==> src/rtl/iram_issue_sched.sv <==
// Issue scheduler for the 16-pack x 2-slot instruction RAM: in-order pack allocation,
// oldest-first dual issue to ALU0/ALU1 and in-order pack retirement; all outputs registered.
module iram_issue_sched #(
    parameter int  NPACK = 16,
    localparam int PW    = $clog2(NPACK),
    localparam int RW    = PW + 1
) (
    input  logic          cpu_clk_i,
    input  logic          cpu_rst_i,
    input  logic          pack_valid_i,
    output logic          pack_ready_o,
    output logic [PW-1:0] pack_id_o,
    input  logic          ins0_valid_i,
    input  logic          ins1_valid_i,
    input  logic          ins0_rdy_i,
    input  logic          ins1_rdy_i,
    input  logic          wake_valid_i,
    input  logic [RW-1:0] wake_rob_i,
    input  logic          cmpl0_valid_i,
    input  logic [RW-1:0] cmpl0_rob_i,
    input  logic          cmpl1_valid_i,
    input  logic [RW-1:0] cmpl1_rob_i,
    input  logic          alu0_stall_i,
    input  logic          alu1_stall_i,
    output logic          alu0_valid_o,
    output logic [RW-1:0] alu0_rob_o,
    output logic          alu1_valid_o,
    output logic [RW-1:0] alu1_rob_o,
    output logic          retire_valid_o,
    output logic [PW-1:0] retire_pack_o
);
    localparam int NS = 2 * NPACK;

    // Slot state is indexed directly by ROB index {pack, slot}.
    logic [NS-1:0] occ, rdy, iss, done;
    logic [PW-1:0] head, tail;
    logic [PW:0]   count;

    logic [NS-1:0] elig;
    logic [RW-1:0] age_v, scan_idx, pick0, pick1, iss1_rob;
    logic          have0, have1, iss0_go, iss1_go;
    logic          alloc, retire_ok;

    assign pack_ready_o = (count != (PW+1)'(NPACK));
    assign pack_id_o    = tail;
    assign alloc        = pack_valid_i && pack_ready_o;
    assign elig         = occ & rdy & ~iss & ~done;

    // Walk slots from oldest (head pack, slot 0) to youngest; wraps naturally in PW bits.
    always_comb begin
        have0    = 1'b0;
        have1    = 1'b0;
        pick0    = '0;
        pick1    = '0;
        age_v    = '0;
        scan_idx = '0;
        for (int a = 0; a < NS; a++) begin
            age_v    = RW'(a);
            scan_idx = {head + age_v[RW-1:1], age_v[0]};
            if (elig[scan_idx]) begin
                if (!have0) begin
                    have0 = 1'b1;
                    pick0 = scan_idx;
                end else if (!have1) begin
                    have1 = 1'b1;
                    pick1 = scan_idx;
                end
            end
        end
    end

    // A stalled ALU0 hands the oldest slot to ALU1.
    assign iss0_go  = !alu0_stall_i && have0;
    assign iss1_go  = !alu1_stall_i && (alu0_stall_i ? have0 : have1);
    assign iss1_rob = alu0_stall_i ? pick0 : pick1;

    assign retire_ok = (count != '0)
                    && !(occ[{head, 1'b0}] && !done[{head, 1'b0}])
                    && !(occ[{head, 1'b1}] && !done[{head, 1'b1}]);

    // Later assignments deliberately override earlier ones: allocation and retire win over
    // stray wake/completion bits targeting the same pack.
    always_ff @(posedge cpu_clk_i or posedge cpu_rst_i) begin
        if (cpu_rst_i) begin
            occ            <= '0;
            rdy            <= '0;
            iss            <= '0;
            done           <= '0;
            head           <= '0;
            tail           <= '0;
            count          <= '0;
            alu0_valid_o   <= 1'b0;
            alu0_rob_o     <= '0;
            alu1_valid_o   <= 1'b0;
            alu1_rob_o     <= '0;
            retire_valid_o <= 1'b0;
            retire_pack_o  <= '0;
        end else begin
            if (wake_valid_i && occ[wake_rob_i] && !done[wake_rob_i])
                rdy[wake_rob_i] <= 1'b1;
            if (cmpl0_valid_i) done[cmpl0_rob_i] <= 1'b1;
            if (cmpl1_valid_i) done[cmpl1_rob_i] <= 1'b1;
            if (iss0_go) iss[pick0]    <= 1'b1;
            if (iss1_go) iss[iss1_rob] <= 1'b1;

            if (!alu0_stall_i) begin
                alu0_valid_o <= have0;
                if (have0) alu0_rob_o <= pick0;
            end
            if (!alu1_stall_i) begin
                alu1_valid_o <= iss1_go;
                if (iss1_go) alu1_rob_o <= iss1_rob;
            end

            if (alloc) begin
                occ[{tail, 1'b0}]  <= ins0_valid_i;
                occ[{tail, 1'b1}]  <= ins1_valid_i;
                rdy[{tail, 1'b0}]  <= ins0_rdy_i;
                rdy[{tail, 1'b1}]  <= ins1_rdy_i;
                iss[{tail, 1'b0}]  <= 1'b0;
                iss[{tail, 1'b1}]  <= 1'b0;
                done[{tail, 1'b0}] <= 1'b0;
                done[{tail, 1'b1}] <= 1'b0;
                tail               <= tail + 1'b1;
            end

            retire_valid_o <= retire_ok;
            if (retire_ok) begin
                retire_pack_o      <= head;
                occ[{head, 1'b0}]  <= 1'b0;
                occ[{head, 1'b1}]  <= 1'b0;
                rdy[{head, 1'b0}]  <= 1'b0;
                rdy[{head, 1'b1}]  <= 1'b0;
                iss[{head, 1'b0}]  <= 1'b0;
                iss[{head, 1'b1}]  <= 1'b0;
                done[{head, 1'b0}] <= 1'b0;
                done[{head, 1'b1}] <= 1'b0;
                head               <= head + 1'b1;
            end

            if (alloc && !retire_ok)
                count <= count + 1'b1;
            else if (!alloc && retire_ok)
                count <= count - 1'b1;
        end
    end
endmodule

==> config.mk <==
export PLATFORM = sky130hd
export DESIGN_NAME = iram_issue_sched
export DESIGN_NICKNAME = d
export VERILOG_FILES = /design/src/rtl/iram_issue_sched.sv
export SDC_FILE = /design/constraint.sdc
export NUM_CORES = 1
export LEC_CHECK = 0
export BUFFER_PORTS_ARGS = -buffer_cell sky130_fd_sc_hd__buf_4
export CAP_MARGIN = 25
export CORE_MARGIN = 5
export CORE_UTILIZATION = 36
export CTS_BUF_LIST = sky130_fd_sc_hd__clkbuf_4
export CTS_CLUSTER_DIAMETER = 120
export DETAILED_ROUTE_END_ITERATION = 10
export HOLD_SLACK_MARGIN = 0.03
export PLACE_DENSITY_LB_ADDON = 0.12
export SLEW_MARGIN = 20
export SYNTH_ARGS = -nofsm -noshare
export SYNTH_HDL_FRONTEND = slang
export SYNTH_SLANG_ARGS = --single-unit
==> constraint.sdc <==
create_clock -name cpu_clk_i -period 6.4 [get_ports cpu_clk_i]
set_input_delay 0.32 -clock cpu_clk_i [delete_from_list [all_inputs] [get_ports cpu_clk_i]]
set_output_delay 0.32 -clock cpu_clk_i [all_outputs]
set_load 0.02 [all_outputs]
Word level (Yosys, flattened, before mapping):

Index checks and enable logic that the tools add are counted.

* register bits: 158
* latch bits: 0
* memories kept: 0
* memory bits (read-only): 0
* RAM bits: 0
* logic and storage cells: 505
* output and inout bits: 22

* bitwise gates (word level): 28
* $lt $le $gt $ge: 48
* multiplexer cells: 364
* multipliers: 0
* reductions and logical operators: 33
* add/subtract/negate cells: 18
* equal/unequal tests: 1
* divide/modulo/power cells: 0
* shift-type cells: 0

Operators by type and width (count)
* two-way mux 5 bit: 158
* AND 32 bit: 15
* two-way mux 32 bit: 13
* < comparator 5 x 6 -> 1 bit, second input constant: 39
* bitwise OR 32 bit: 5
* binary-select mux 1 bit (select 4 bit): 36
* two-way mux 1 bit: 142
* bitwise mux 32 bit: 4
* inverter 32 bit: 4
* inverter 31 -> 32 bit: 2
* >= comparator 5 x 1 -> 1 bit, second input constant: 9
* adder 4 bit, second input constant: 8
* demux 1 bit (select 5 bit): 5
* logical AND 1 bit: 20
* adder 4 x 3 -> 4 bit, second input constant: 4
* demux 1 bit (select 4 bit): 4
* binary-select mux 1 bit (select 5 bit): 2
* zero test 1 bit: 9
* adder 4 x 1 -> 4 bit, second input constant: 2
* adder 4 x 2 -> 4 bit, second input constant: 2
* adder 5 x 1 -> 5 bit, second input constant: 1
* != test 5 bit, second input constant: 1
* nonzero test 5 bit: 1
* subtractor 5 x 1 -> 5 bit, second input constant: 1
* 3 further kinds: 5

Longest topological paths before layout:

Gate-level depths: netlist of the first run.

* depth in word-level cells: 111
* gate-level depth with buffers: 24
* mapped depth without buffers: 17

Worst setup path before layout of the first run:

Ideal clock, no wire load.

* path kind: reg-to-reg
* start: reg head[1]
* end: reg iss[19]
* path buffers: 5
* arrival: 5.828 ns
* setup slack: 0.492 ns
* stages on the path, launching flop included: 23
* required time: 6.320 ns
* library setup time: 0.080 ns
* cells stage by stage: dfrtp_1 clkinv_1 clkbuf_1 ha_1 buf_4 nand2b_1 buf_2 o22ai_1 or2_2 mux4_2 nor4_2 buf_4 nand4_2 o21bai_1 a21bo_1 or4_1 buf_2 nor3b_4 a211o_1 o21a_1 nor2_2 or3_4 o22ai_2

* longest elaborated chain between the ends: 108

RTL lines
* start, declared: line 36 `logic [PW-1:0] head, tail;`
* start signal, assigned: line 138 `head <= head + 1'b1;`
* binary-select mux 1 bit (select 4 bit): line 60 `if (elig[scan_idx]) begin`
* two-way mux 1 bit (implied by the code): line 60
* two-way mux 1 bit: line 60
* two-way mux 5 bit or two-way mux 1 bit (tied branches): line 61 `if (!have0) begin`
* two-way mux 5 bit or two-way mux 1 bit (tied branches): line 60
* two-way mux 5 bit: line 64 `end else if (!have1) begin`
* two-way mux 5 bit: line 61
* two-way mux 5 bit: line 60
* [... 90 more ...]
* two-way mux 1 bit (implied by the code): line 104 `if (iss1_go) iss[iss1_rob] <= 1'b1;`
* demux 1 bit (select 5 bit): line 104
* bitwise OR 32 bit (no line)
* two-way mux 32 bit: line 104
* AND 32 bit (no line) (2 in series)
* two-way mux 32 bit: line 115 `if (alloc) begin`
* AND 32 bit (no line) (2 in series)
* two-way mux 32 bit *: line 128 `if (retire_ok) begin`
* end signal, assigned by index: line 120 `iss[{tail, 1'b0}] <= 1'b0;`
* end signal, assigned by index: line 121 `iss[{tail, 1'b1}] <= 1'b0;`
* end signal, assigned by index: line 134 `iss[{head, 1'b0}] <= 1'b0;`
* end, declared: line 35 `logic [NS-1:0] occ, rdy, iss, done;`

Mark *: on every way between the ends. The rest lies on a longest branch, timed or not. The select of a mux whose other input is x is not followed.
A chain may end at the register's enable or synchronous reset.

Final worst setup path of the first run:

* start: reg head[0]
* end: reg iss[0]

Same word-level chain as after synthesis.

==> flow_summary_export.csv, run 1 <==
group,metric,value,unit
worst_setup_path,critical_path.top_delay_family,"simple AND/OR/NAND/NOR gates",
global_route,grt_max_degree,94,
global_route,antenna_violations_before_repair,2,
synthesis,synth.avg_cell_area,8.34,um2
sta,max_slew_margin,27.3,%
routing,routed_wire_length,66.6,mm
clock_tree,cts_htree_levels,4,
routing,routedWlPerCell,29.2,um
synthesis,seq_area_frac_synth,27.8,%
worst_setup_path,reg2reg_slack,0.35,ns
worst_setup_path,arrival_time_at_the_worst_endpoint,6.57,ns
synthesis,ys_dominant_reg_cell,"sky130_fd_sc_hd__dfrtp_1",
floorplanning,die_height,209,um
global_route,grt_pass1_vias,13900,
synthesis,yosys.cell_types.count,100,
floorplanning,fp.coreArea,0.0388,mm2
clock_tree,clock_tree_from_tritoncts,"yes",
clock_tree,cell_chosen_for_the_clock_root,"sky130_fd_sc_hd__clkbuf_4",
worst_setup_path,critPathCaptureType,"flop",
sta,hold_viol,0,
routing,post_detailed_route_drc_marker_count,0,
sta,final_max_slew_viol_count,0,
synthesis,synth.net_count,1752,
synthesis,synth_async_sr_flop_share,100,%
hold_path,hold_class,"in2reg",
sta,max_freq,0.165,GHz
place,gp_routability_congestion,0.995,
worst_setup_path,critical-path-max-stage-delay,0.58,ns
global_route,global_route.overflow_total,0,
sta,fin_worst_skew,0.0308,ns
routing,drt_pass1_iterations,6,
floorplanning,rows,72,
final_layout,final.fill_count,4007,
final_layout,sequential_cell_area,0.00396,mm2
global_route,grt_first_pass_wirelength,96.5,mm
clock_tree,worst_skew_late_latency,0.61,ns
clock_tree,clock_sinks,158,
worst_setup_path,worstPathCellList,"buf_4 > buf_4 > nand2b_1 > o22ai_1 > or2_1 > mux4_2 > nor2_1 > buf_4 > nand3_1 > o21ai_1 > nor3_1 > nor4b_1 > a211oi_1 > o221a_2 > a211o_1 > a21oi_1 > buf_4 > nand3b_1 > o22ai_1",
place,dp.final_hpwl,52.0,mm
synthesis,synth_edf_count,0,
worst_setup_path,critical-path-top-cell-by-count,"sky130_fd_sc_hd__buf_4",
clock_tree,cts.clk_slew.worst_paths,0.16,ns
final_layout,multi_input_area,0.00966,mm2
sta,setup_violations,0,
sta,grt_setup_unrepaired,"no",
clock_tree,cts_inserted_buffers,17,
global_route,grt.total_usage,29.4,%
final_layout,areaGrowthSynthToFinish,10.1,%
sta,totalNegativeSetupSlack,0,ns
floorplanning,start_util,36.6,%
worst_setup_path,start_kind,"flop",
run_status,result_of_the_run,"completed",
floorplanning,die_w,209,um
routing,ant_nets,0,
worst_setup_path,setup.worst_path.class,"reg2reg",
routing,post_drt_via_cell_ratio,6.55,
synthesis,number_of_storage_elements_in_the_synthesis_netlist,158,
floorplanning,die_area,0.0435,mm2
routing,detail_route.iter0.violations,1874,
synthesis,syn_area,0.0142,mm2
flow_run,drv.max_cap_violation_count,0,
routing,detailroute.via_count,14900,
sta,tightest_slew,1.09,ns
clock_tree,cts_max_path_buffers,2,
sta,period_share,94.5,%
worst_setup_path,maximum_fanout_along_the_worst_path,18,
synthesis,yosys_warnings,0,
place,io_buffer_count,48,
worst_setup_path,critPathBufInv,4,
synthesis,synth_cells,1702,
sta,finalCriticalPeriod,6.05,ns
final_layout,fin_nets,1794,
worst_setup_path,worst_path_max_delay_cell,"sky130_fd_sc_hd__mux4_2",
floorplanning,io-pin-count,49,
worst_setup_path,required_time_at_the_endpoint_of_the_critical_path,6.92,ns
final_layout,post_route_cells_drive_above_1_share,15.9,%
## path summary, 6_finish.rpt
path,from,end,depth (start not counted)
hold / removal,ins0_valid_i,occ[2],3
max in group asynchronous,cpu_rst_i,iss[10],4
setup reg to reg,head[0],iss[0],19
hold reg to reg,alu0_valid_o,alu0_valid_o,1
min in group asynchronous,cpu_rst_i,pack_id_o[1],3
setup / recovery,head[0],iss[0],19
## cell families after synthesis
| kind of cell | count (synthesis) | share of synthesized area (%) |
|---|---|---|
| DFF | 158 | 27.8 |
| muxes | 109 | 12.6 |
| buffers and inverters | 145 | 4.33 |
| adders and majority gates | 26 | 2.29 |
| AOI/OAI and AO/OA | 469 | 22.0 |
| and+or+nand+nor | 766 | 29.1 |
| xor gates and xnor gates | 29 | 1.79 |
## cells in the final DEF (no fill, tap or decap), types with 38 or more instances in the layout
cell | netlist | final
sky130_fd_sc_hd__inv_1 | 54 | 53
sky130_fd_sc_hd__nor2_1 | 239 | 239
sky130_fd_sc_hd__o21ai_0 | 53 | 52
sky130_fd_sc_hd__mux2i_1 | 42 | 42
sky130_fd_sc_hd__nor3_1 | 50 | 50
sky130_fd_sc_hd__a21oi_1 | 124 | 124
sky130_fd_sc_hd__nand3_1 | 38 | 38
sky130_fd_sc_hd__mux4_2 | 53 | 53
sky130_fd_sc_hd__nand2_1 | 168 | 168
sky130_fd_sc_hd__dfrtp_1 | 158 | 157
sky130_fd_sc_hd__o22ai_1 | 109 | 109
sky130_fd_sc_hd__buf_4 | 5 | 106
## final cells by class
class                      count  share of cell area [%]
clock buffer                  17                   0.816
tap                          518                    4.15
inverter                      57                    1.48
clock inverter                15                   0.976
multi-input combinational   1399                    61.8
sequential                   158                    25.3
timing repair buffer         111                    5.44
antenna                        3                  0.0480
## metal layers
layer,up-vias,global-route usage [%],wire [um]
met5,-,0,0
met4,0,14.9,4290
met3,209,3.66,4820
met2,867,48.7,31200
met1,7311,38.1,26300
li1,6544,-,-
## through the flow
stage               instances  util, %  hold WS (ns)  setup slack [ns]  instance area [um2]
floorplan                1702        -         0.438             0.492                14200
global placement         2237     39.3         0.462             0.152                15300
detailed placement       2238     39.4         0.467             0.149                15300
CTS                      2273     40.2        0.0758            0.0935                15600
global route             2277     40.3         0.104             0.116                15600
finish                   2278     40.3         0.119             0.350                15600
## state kept, by name, summed over array words and instances, names as in the netlist, 5 cells and up
signal	count
done	32
count	5
occ	32
iss	32
alu0_rob_o	5
rdy	32
alu1_rob_o	5
## cell usage after synthesis (all sizes together), types with 6 or more instances
cell type    n  area share, %
inv         55            1.5
or4          8           0.42
or4bb       30            2.4
nor4        16            1.0
or3         12           0.60
a221oi      12           0.78
nor4bb      33            2.3
o221ai       9           0.60
and3        20           0.88
buf         26            1.1
nor2       240            6.4
a22oi        7           0.37
mux4        53            8.4
and2        17           0.75
o22ai      118            5.6
a211o        7           0.43
ha          22            1.9
nor2b       10           0.44
or3b         6           0.37
a31oi        8           0.35
o211ai      28            1.5
clkbuf      62            1.6
dfrtp      158             28
o21ai       55            1.9
nand2      169            4.5
a2111oi      8           0.63
mux2        13            1.0
nand2b      31            1.4
nor3        51            1.9
nand3       38            1.3
a211oi      33            1.7
a21oi      125            4.4
mux2i       43            3.1
or2         31            1.4
nand4       19           0.93
xnor2       24            1.5
nand3b      14           0.74
## worst min-delay path, delay by kind of cell
family / cells / cell delay [ns]
AO/OA/AOI/OAI: 1 / 0.05
AND/OR/NAND/NOR: 1 / 0.09
buffers and inverters: 1 / 0.22
## timing repair
| item | 4_1_cts | 5_1_grt |
|---|---|---|
| setup endpoints to repair | 0 | 32 |
| gates resized for setup | 0 | 6 |
| hold buffers | 3 | 0 |
| setup buffers | 0 | 2 |
| hold endpoints to repair | 94 | 0 |
Power of run 1 is not shown: default switching activity piles up to over one toggle a cycle in this logic, so the estimate is an artifact.
==> run 2: changes to the inputs <==
Settings changed: GPL_TIMING_DRIVEN set to 1.
Clock period 6.4 ns to 7.1 ns, I/O delays scaled along.
==> run 2 against run 1 <==
  * Final area down 0.98%
  * Maximum frequency down 8.1%
  * Non-clock buffer count down 20
  * Global-route usage about the same
  * Die area unchanged
  * Flip-flop and latch count unchanged
  * Count of clock-buffer cells in the layout unchanged
==> flow_summary_export.csv, run 2 (synthesis results as in run 1) <==
group,metric,value,unit
routing,ant_nets,0,
sta,max_slew_margin,22.7,%
final_layout,layout.cells.most_common,"sky130_fd_sc_hd__nor2_1",
clock_tree,cts.clk_slew.worst_paths,0.16,ns
worst_setup_path,worstPathCellList,"clkinv_8 > ha_1 > nand2b_1 > o22ai_1 > or2_2 > mux4_2 > nor4_2 > buf_4 > nand4_2 > nor2_1 > o221ai_2 > or4_1 > o21ai_0 > a311o_1 > nand3_1 > nor2_1 > nand3_1 > a21oi_1",
routing,routed_wire_length,65.7,mm
worst_setup_path,worst_path_max_delay_cell,"sky130_fd_sc_hd__nor2_1",
flow_run,drv.max_cap_violation_count,0,
worst_setup_path,start_kind,"flop",
worst_setup_path,critPathBufInv,2,
sta,tightest_slew,1.14,ns
floorplanning,fp.coreArea,0.0388,mm2
floorplanning,die_w,209,um
sta,final_max_slew_viol_count,0,
worst_setup_path,critical-path-max-stage-delay,0.69,ns
floorplanning,io-pin-count,49,
clock_tree,clock_tree_from_tritoncts,"yes",
clock_tree,cts_htree_levels,4,
clock_tree,cts_inserted_buffers,17,
sta,max_freq,0.152,GHz
worst_setup_path,critPathCaptureType,"flop",
routing,detailroute.via_count,14800,
sta,finalCriticalPeriod,6.58,ns
global_route,grt_max_degree,91,
sta,grt_setup_unrepaired,"no",
sta,totalNegativeSetupSlack,0,ns
place,gp_routability_congestion,1.04,
routing,drt_pass1_iterations,5,
sta,fin_worst_skew,0.0370,ns
global_route,grt_pass1_vias,13900,
floorplanning,start_util,36.6,%
clock_tree,cell_chosen_for_the_clock_root,"sky130_fd_sc_hd__clkbuf_4",
sta,period_share,92.7,%
floorplanning,rows,72,
place,dp.final_hpwl,51.6,mm
global_route,grt.total_usage,29.4,%
worst_setup_path,critical_path.top_delay_family,"simple AND/OR/NAND/NOR gates",
routing,detail_route.iter0.violations,1565,
run_status,result_of_the_run,"completed",
hold_path,hold_class,"in2reg",
worst_setup_path,setup.worst_path.class,"reg2reg",
routing,routedWlPerCell,29.1,um
clock_tree,cts_max_path_buffers,2,
sta,hold_viol,0,
worst_setup_path,required_time_at_the_endpoint_of_the_critical_path,7.68,ns
global_route,grt_first_pass_wirelength,96.4,mm
worst_setup_path,maximum_fanout_along_the_worst_path,19,
final_layout,post_route_cells_drive_above_1_share,14.7,%
routing,post_detailed_route_drc_marker_count,0,
global_route,global_route.overflow_total,0,
worst_setup_path,arrival_time_at_the_worst_endpoint,7.17,ns
place,io_buffer_count,48,
final_layout,layout.cells.most_common_list,"239 x sky130_fd_sc_hd__nor2_1, 168 x sky130_fd_sc_hd__nand2_1, 157 x sky130_fd_sc_hd__dfrtp_1",
floorplanning,die_area,0.0435,mm2
clock_tree,clock_sinks,158,
clock_tree,worst_skew_late_latency,0.65,ns
floorplanning,die_height,209,um
final_layout,areaGrowthSynthToFinish,9.05,%
global_route,antenna_violations_before_repair,4,
final_layout,fin_nets,1774,
sta,setup_violations,0,
routing,post_drt_via_cell_ratio,6.54,
## run 2: through the flow
| step | setup WS, ns | utilization [%] | area [um2] | hold slack, ns | std cells |
|---|---|---|---|---|---|
| final | 0.518 | 39.9 | 15500 | 0.108 | 2260 |
| after global routing | 0.0813 | 39.9 | 15500 | 0.0511 | 2259 |
| after CTS | 0.499 | 39.8 | 15500 | 0.0647 | 2255 |
| after detailed placement | 0.540 | 39.0 | 15100 | 0.476 | 2220 |
| after global placement | 0.717 | 38.9 | 15100 | 0.461 | 2218 |
| after floorplan | 1.19 | - | 14200 | 0.473 | 1702 |
## run 2: final cells by class
type,instances,area [um2]
inverter,57,231
clock buffer,17,128
antenna,5,12.5
sequential,158,3960
clock inverter,15,168
multi-input combinational,1399,9650
fill,3969,23300
tap,518,648
timing repair buffer,91,688
## run 2: timing repair
action                                  4_1_cts  5_1_grt
hold buffers                                  3        0
gates resized for setup                       0        1
hold endpoints to repair                     91        0
endpoints found under the setup margin        0        2
buffers inserted                              0        0
## run 2: path summary, 6_finish.rpt
check	from	to	slack [ns]	cells after the start
worst min-delay path	ins1_valid_i	occ[17]	0.11	3
max in group asynchronous	cpu_rst_i	alu0_rob_o[4]	5.21	4
worst max register to register	head[0]	iss[6]	0.52	18
worst max-delay path	head[0]	iss[6]	0.52	18
min in group asynchronous	cpu_rst_i	pack_id_o[0]	0.43	3
worst min register to register	alu0_valid_o	alu0_valid_o	0.50	1
## run 2: worst reg2reg max path, cell delays in order, from the launching register on
cell and delay [ns]:
sky130_fd_sc_hd__dfrtp_2 0.45, sky130_fd_sc_hd__clkinv_8 0.14, sky130_fd_sc_hd__ha_1 0.56, sky130_fd_sc_hd__nand2b_1 0.36, sky130_fd_sc_hd__o22ai_1 0.15, sky130_fd_sc_hd__or2_2 0.32
sky130_fd_sc_hd__mux4_2 0.56, sky130_fd_sc_hd__nor4_2 0.34, sky130_fd_sc_hd__buf_4 0.24, sky130_fd_sc_hd__nand4_2 0.30, sky130_fd_sc_hd__nor2_1 0.41, sky130_fd_sc_hd__o221ai_2 0.24
sky130_fd_sc_hd__or4_1 0.68, sky130_fd_sc_hd__o21ai_0 0.35, sky130_fd_sc_hd__a311o_1 0.25, sky130_fd_sc_hd__nand3_1 0.15, sky130_fd_sc_hd__nor2_1 0.69, sky130_fd_sc_hd__nand3_1 0.16
sky130_fd_sc_hd__a21oi_1 0.19
## run 2: routing by layer
layer  track usage, %  vias to the layer above  share of wire (%)
met1             36.9                     7254                 39
met2             48.7                      812                 47
met4             15.2                        0                6.5
met3             5.19                      207                7.4
li1                 -                     6505                  -
met5                0                        -                  0
Power of run 2 is left out for the same reason.
==> run 3: changes to the inputs <==
Settings changed: CORE_UTILIZATION 36 to 30.
==> run 3 against run 2 <==
  * Register-to-register slack improved by 0.15 ns
  * Via count shrank 0.77%
  * Critical path depth decreased by 1
  * Final area increased by 0.72%
  * Worst hold slack worse by 0.024 ns
==> flow_summary_export.csv, run 3 (synthesis results as in run 1) <==
group,metric,value,unit
worst_setup_path,worst_reg2reg_startpoint,"head[0]",
place,gp_routability_congestion,0.983,
place,io_buffer_count,48,
sta,period_share,90.6,%
place,dp.final_hpwl,52.6,mm
global_route,grt_first_pass_wirelength,98.1,mm
final_layout,post_route_cells_drive_above_1_share,14.7,%
routing,post_drt_via_cell_ratio,6.24,
floorplanning,start_util,30.4,%
routing,detail_route.iter0.violations,1781,
global_route,antenna_violations_before_repair,1,
routing,drt_pass1_iterations,6,
clock_tree,cts.clk_slew.worst_paths,0.18,ns
floorplanning,io-pin-count,49,
clock_tree,cts_inserted_buffers,17,
clock_tree,number_of_setup_buffers_added_after_cts,0,
sta,finalCriticalPeriod,6.43,ns
global_route,global_route.overflow_total,0,
worst_setup_path,setup.worst_path.class,"reg2reg",
routing,routed_wire_length,67.5,mm
sta,hold_viol,0,
routing,routedWlPerCell,28.7,um
final_layout,areaGrowthSynthToFinish,9.84,%
worst_setup_path,maximum_fanout_along_the_worst_path,19,
sta,setup_violations,0,
final_layout,fin_nets,1776,
floorplanning,fp.coreArea,0.0467,mm2
sta,max_freq,0.155,GHz
sta,max_slew_margin,25.4,%
clock_tree,cts_htree_levels,4,
sta,grt_setup_unrepaired,"no",
floorplanning,die_w,228,um
place,detailed_place.area,0.0152,mm2
clock_tree,cell_chosen_for_the_clock_root,"sky130_fd_sc_hd__clkbuf_4",
worst_setup_path,required_time_at_the_endpoint_of_the_critical_path,7.72,ns
routing,ant_nets,0,
sta,tightest_slew,1.11,ns
sta,totalNegativeSetupSlack,0,ns
hold_path,worstHoldStart,"ins0_rdy_i",
global_route,grt_max_degree,90,
floorplanning,die_height,228,um
hold_path,hold_class,"in2reg",
worst_setup_path,start_kind,"flop",
final_layout,stdcell_area,0.0156,mm2
clock_tree,worst_skew_late_latency,0.68,ns
floorplanning,rows,79,
hold_path,min_delay_worst_endpoint,"rdy[12]",
sta,final_max_slew_viol_count,0,
worst_setup_path,worst_r2r_path_depth,17,
routing,post_detailed_route_drc_marker_count,0,
clock_tree,clock_tree_from_tritoncts,"yes",
worst_setup_path,reg2reg_slack,0.67,ns
run_status,result_of_the_run,"completed",
worst_setup_path,critPathCaptureType,"flop",
worst_setup_path,capture_instance_of_the_worst_register_to_register_path,"iss[4]",
global_route,grt_pass1_vias,14000,
sta,fin_worst_skew,0.0425,ns
global_route,grt.total_usage,25.8,%
routing,detailroute.via_count,14700,
flow_run,drv.max_cap_violation_count,0,
floorplanning,die_area,0.0518,mm2
clock_tree,cts_max_path_buffers,2,
final_layout,layout.cells.most_common,"sky130_fd_sc_hd__nor2_1",
hold_path,number_of_cells_traversed_by_the_worst_hold_path,3,
worst_setup_path,arrival_time_at_the_worst_endpoint,7.05,ns
final_layout,layout.cells.most_common_list,"238 x sky130_fd_sc_hd__nor2_1, 168 x sky130_fd_sc_hd__nand2_1, 157 x sky130_fd_sc_hd__dfrtp_1",
clock_tree,clock_sinks,158,
[run 3: worst max path at each step]
stage | cells after the start | from | end
3_5_place_dp | 17 | head[0] | iss[27]
5_1_grt | 16 | head[1] | iss[4]
4_1_cts | 17 | head[0] | iss[27]
3_3_place_gp | 17 | head[2] | iss[4]
2_1_floorplan | 22 | head[1] | iss[19]
6_report | 17 | head[0] | iss[4]
[run 3: cell type report]
cell class,count,area [um2]
Clock inverter,15,139
Antenna cell,4,10.0
Timing Repair Buffer,93,728
Fill cell,4942,31100
Tap cell,607,759
Sequential cell,158,3960
Multi-Input combinational cell,1399,9640
Inverter,57,231
Clock buffer,17,128
[run 3: layer usage]
metal	track usage [%]	vias up	wire length, um
met2	42.1	743	31500
met1	33.4	7243	27600
met3	3.70	172	4570
met4	12.8	0	3780
met5	0	-	0
li1	-	6506	-
[run 3: critical path, stage by stage, from the launching register on]
cell and delay (ns):
sky130_fd_sc_hd__dfrtp_2 0.46, sky130_fd_sc_hd__clkinv_8 0.14, sky130_fd_sc_hd__ha_1 0.53, sky130_fd_sc_hd__buf_4 0.25, sky130_fd_sc_hd__mux4_2 0.39, sky130_fd_sc_hd__mux2i_1 0.35
sky130_fd_sc_hd__mux2i_1 0.33, sky130_fd_sc_hd__nor4_4 0.66, sky130_fd_sc_hd__nand4_2 0.40, sky130_fd_sc_hd__o21ai_1 0.34, sky130_fd_sc_hd__nand4b_2 0.24, sky130_fd_sc_hd__or4_1 0.72
sky130_fd_sc_hd__o21ai_0 0.45, sky130_fd_sc_hd__or4_1 0.23, sky130_fd_sc_hd__o22ai_4 0.13, sky130_fd_sc_hd__nor3_4 0.41, sky130_fd_sc_hd__nand2_1 0.13, sky130_fd_sc_hd__o22ai_1 0.20
[run 3: repair_timing]
| action | CTS | global route |
|---|---|---|
| hold endpoints to repair | 92 | 0 |
| resized for setup | 0 | 0 |
| hold buffers | 4 | 0 |
| endpoints found under the setup margin | 0 | 0 |
[run 3: through the flow]
| step | instances | utilization, % | setup slack [ns] | hold slack [ns] |
|---|---|---|---|---|
| 6_report | 2350 | 33.4 | 0.667 | 0.0839 |
| 5_1_grt | 2348 | 33.4 | 0.308 | 0.0618 |
| 4_1_cts | 2345 | 33.3 | 0.826 | 0.0366 |
| 3_5_place_dp | 2309 | 32.7 | 0.850 | 0.472 |
| 3_3_place_gp | 2309 | 32.7 | 0.848 | 0.463 |
| 2_1_floorplan | 1702 | - | 1.19 | 0.473 |
Power of run 3 is left out for the same reason.
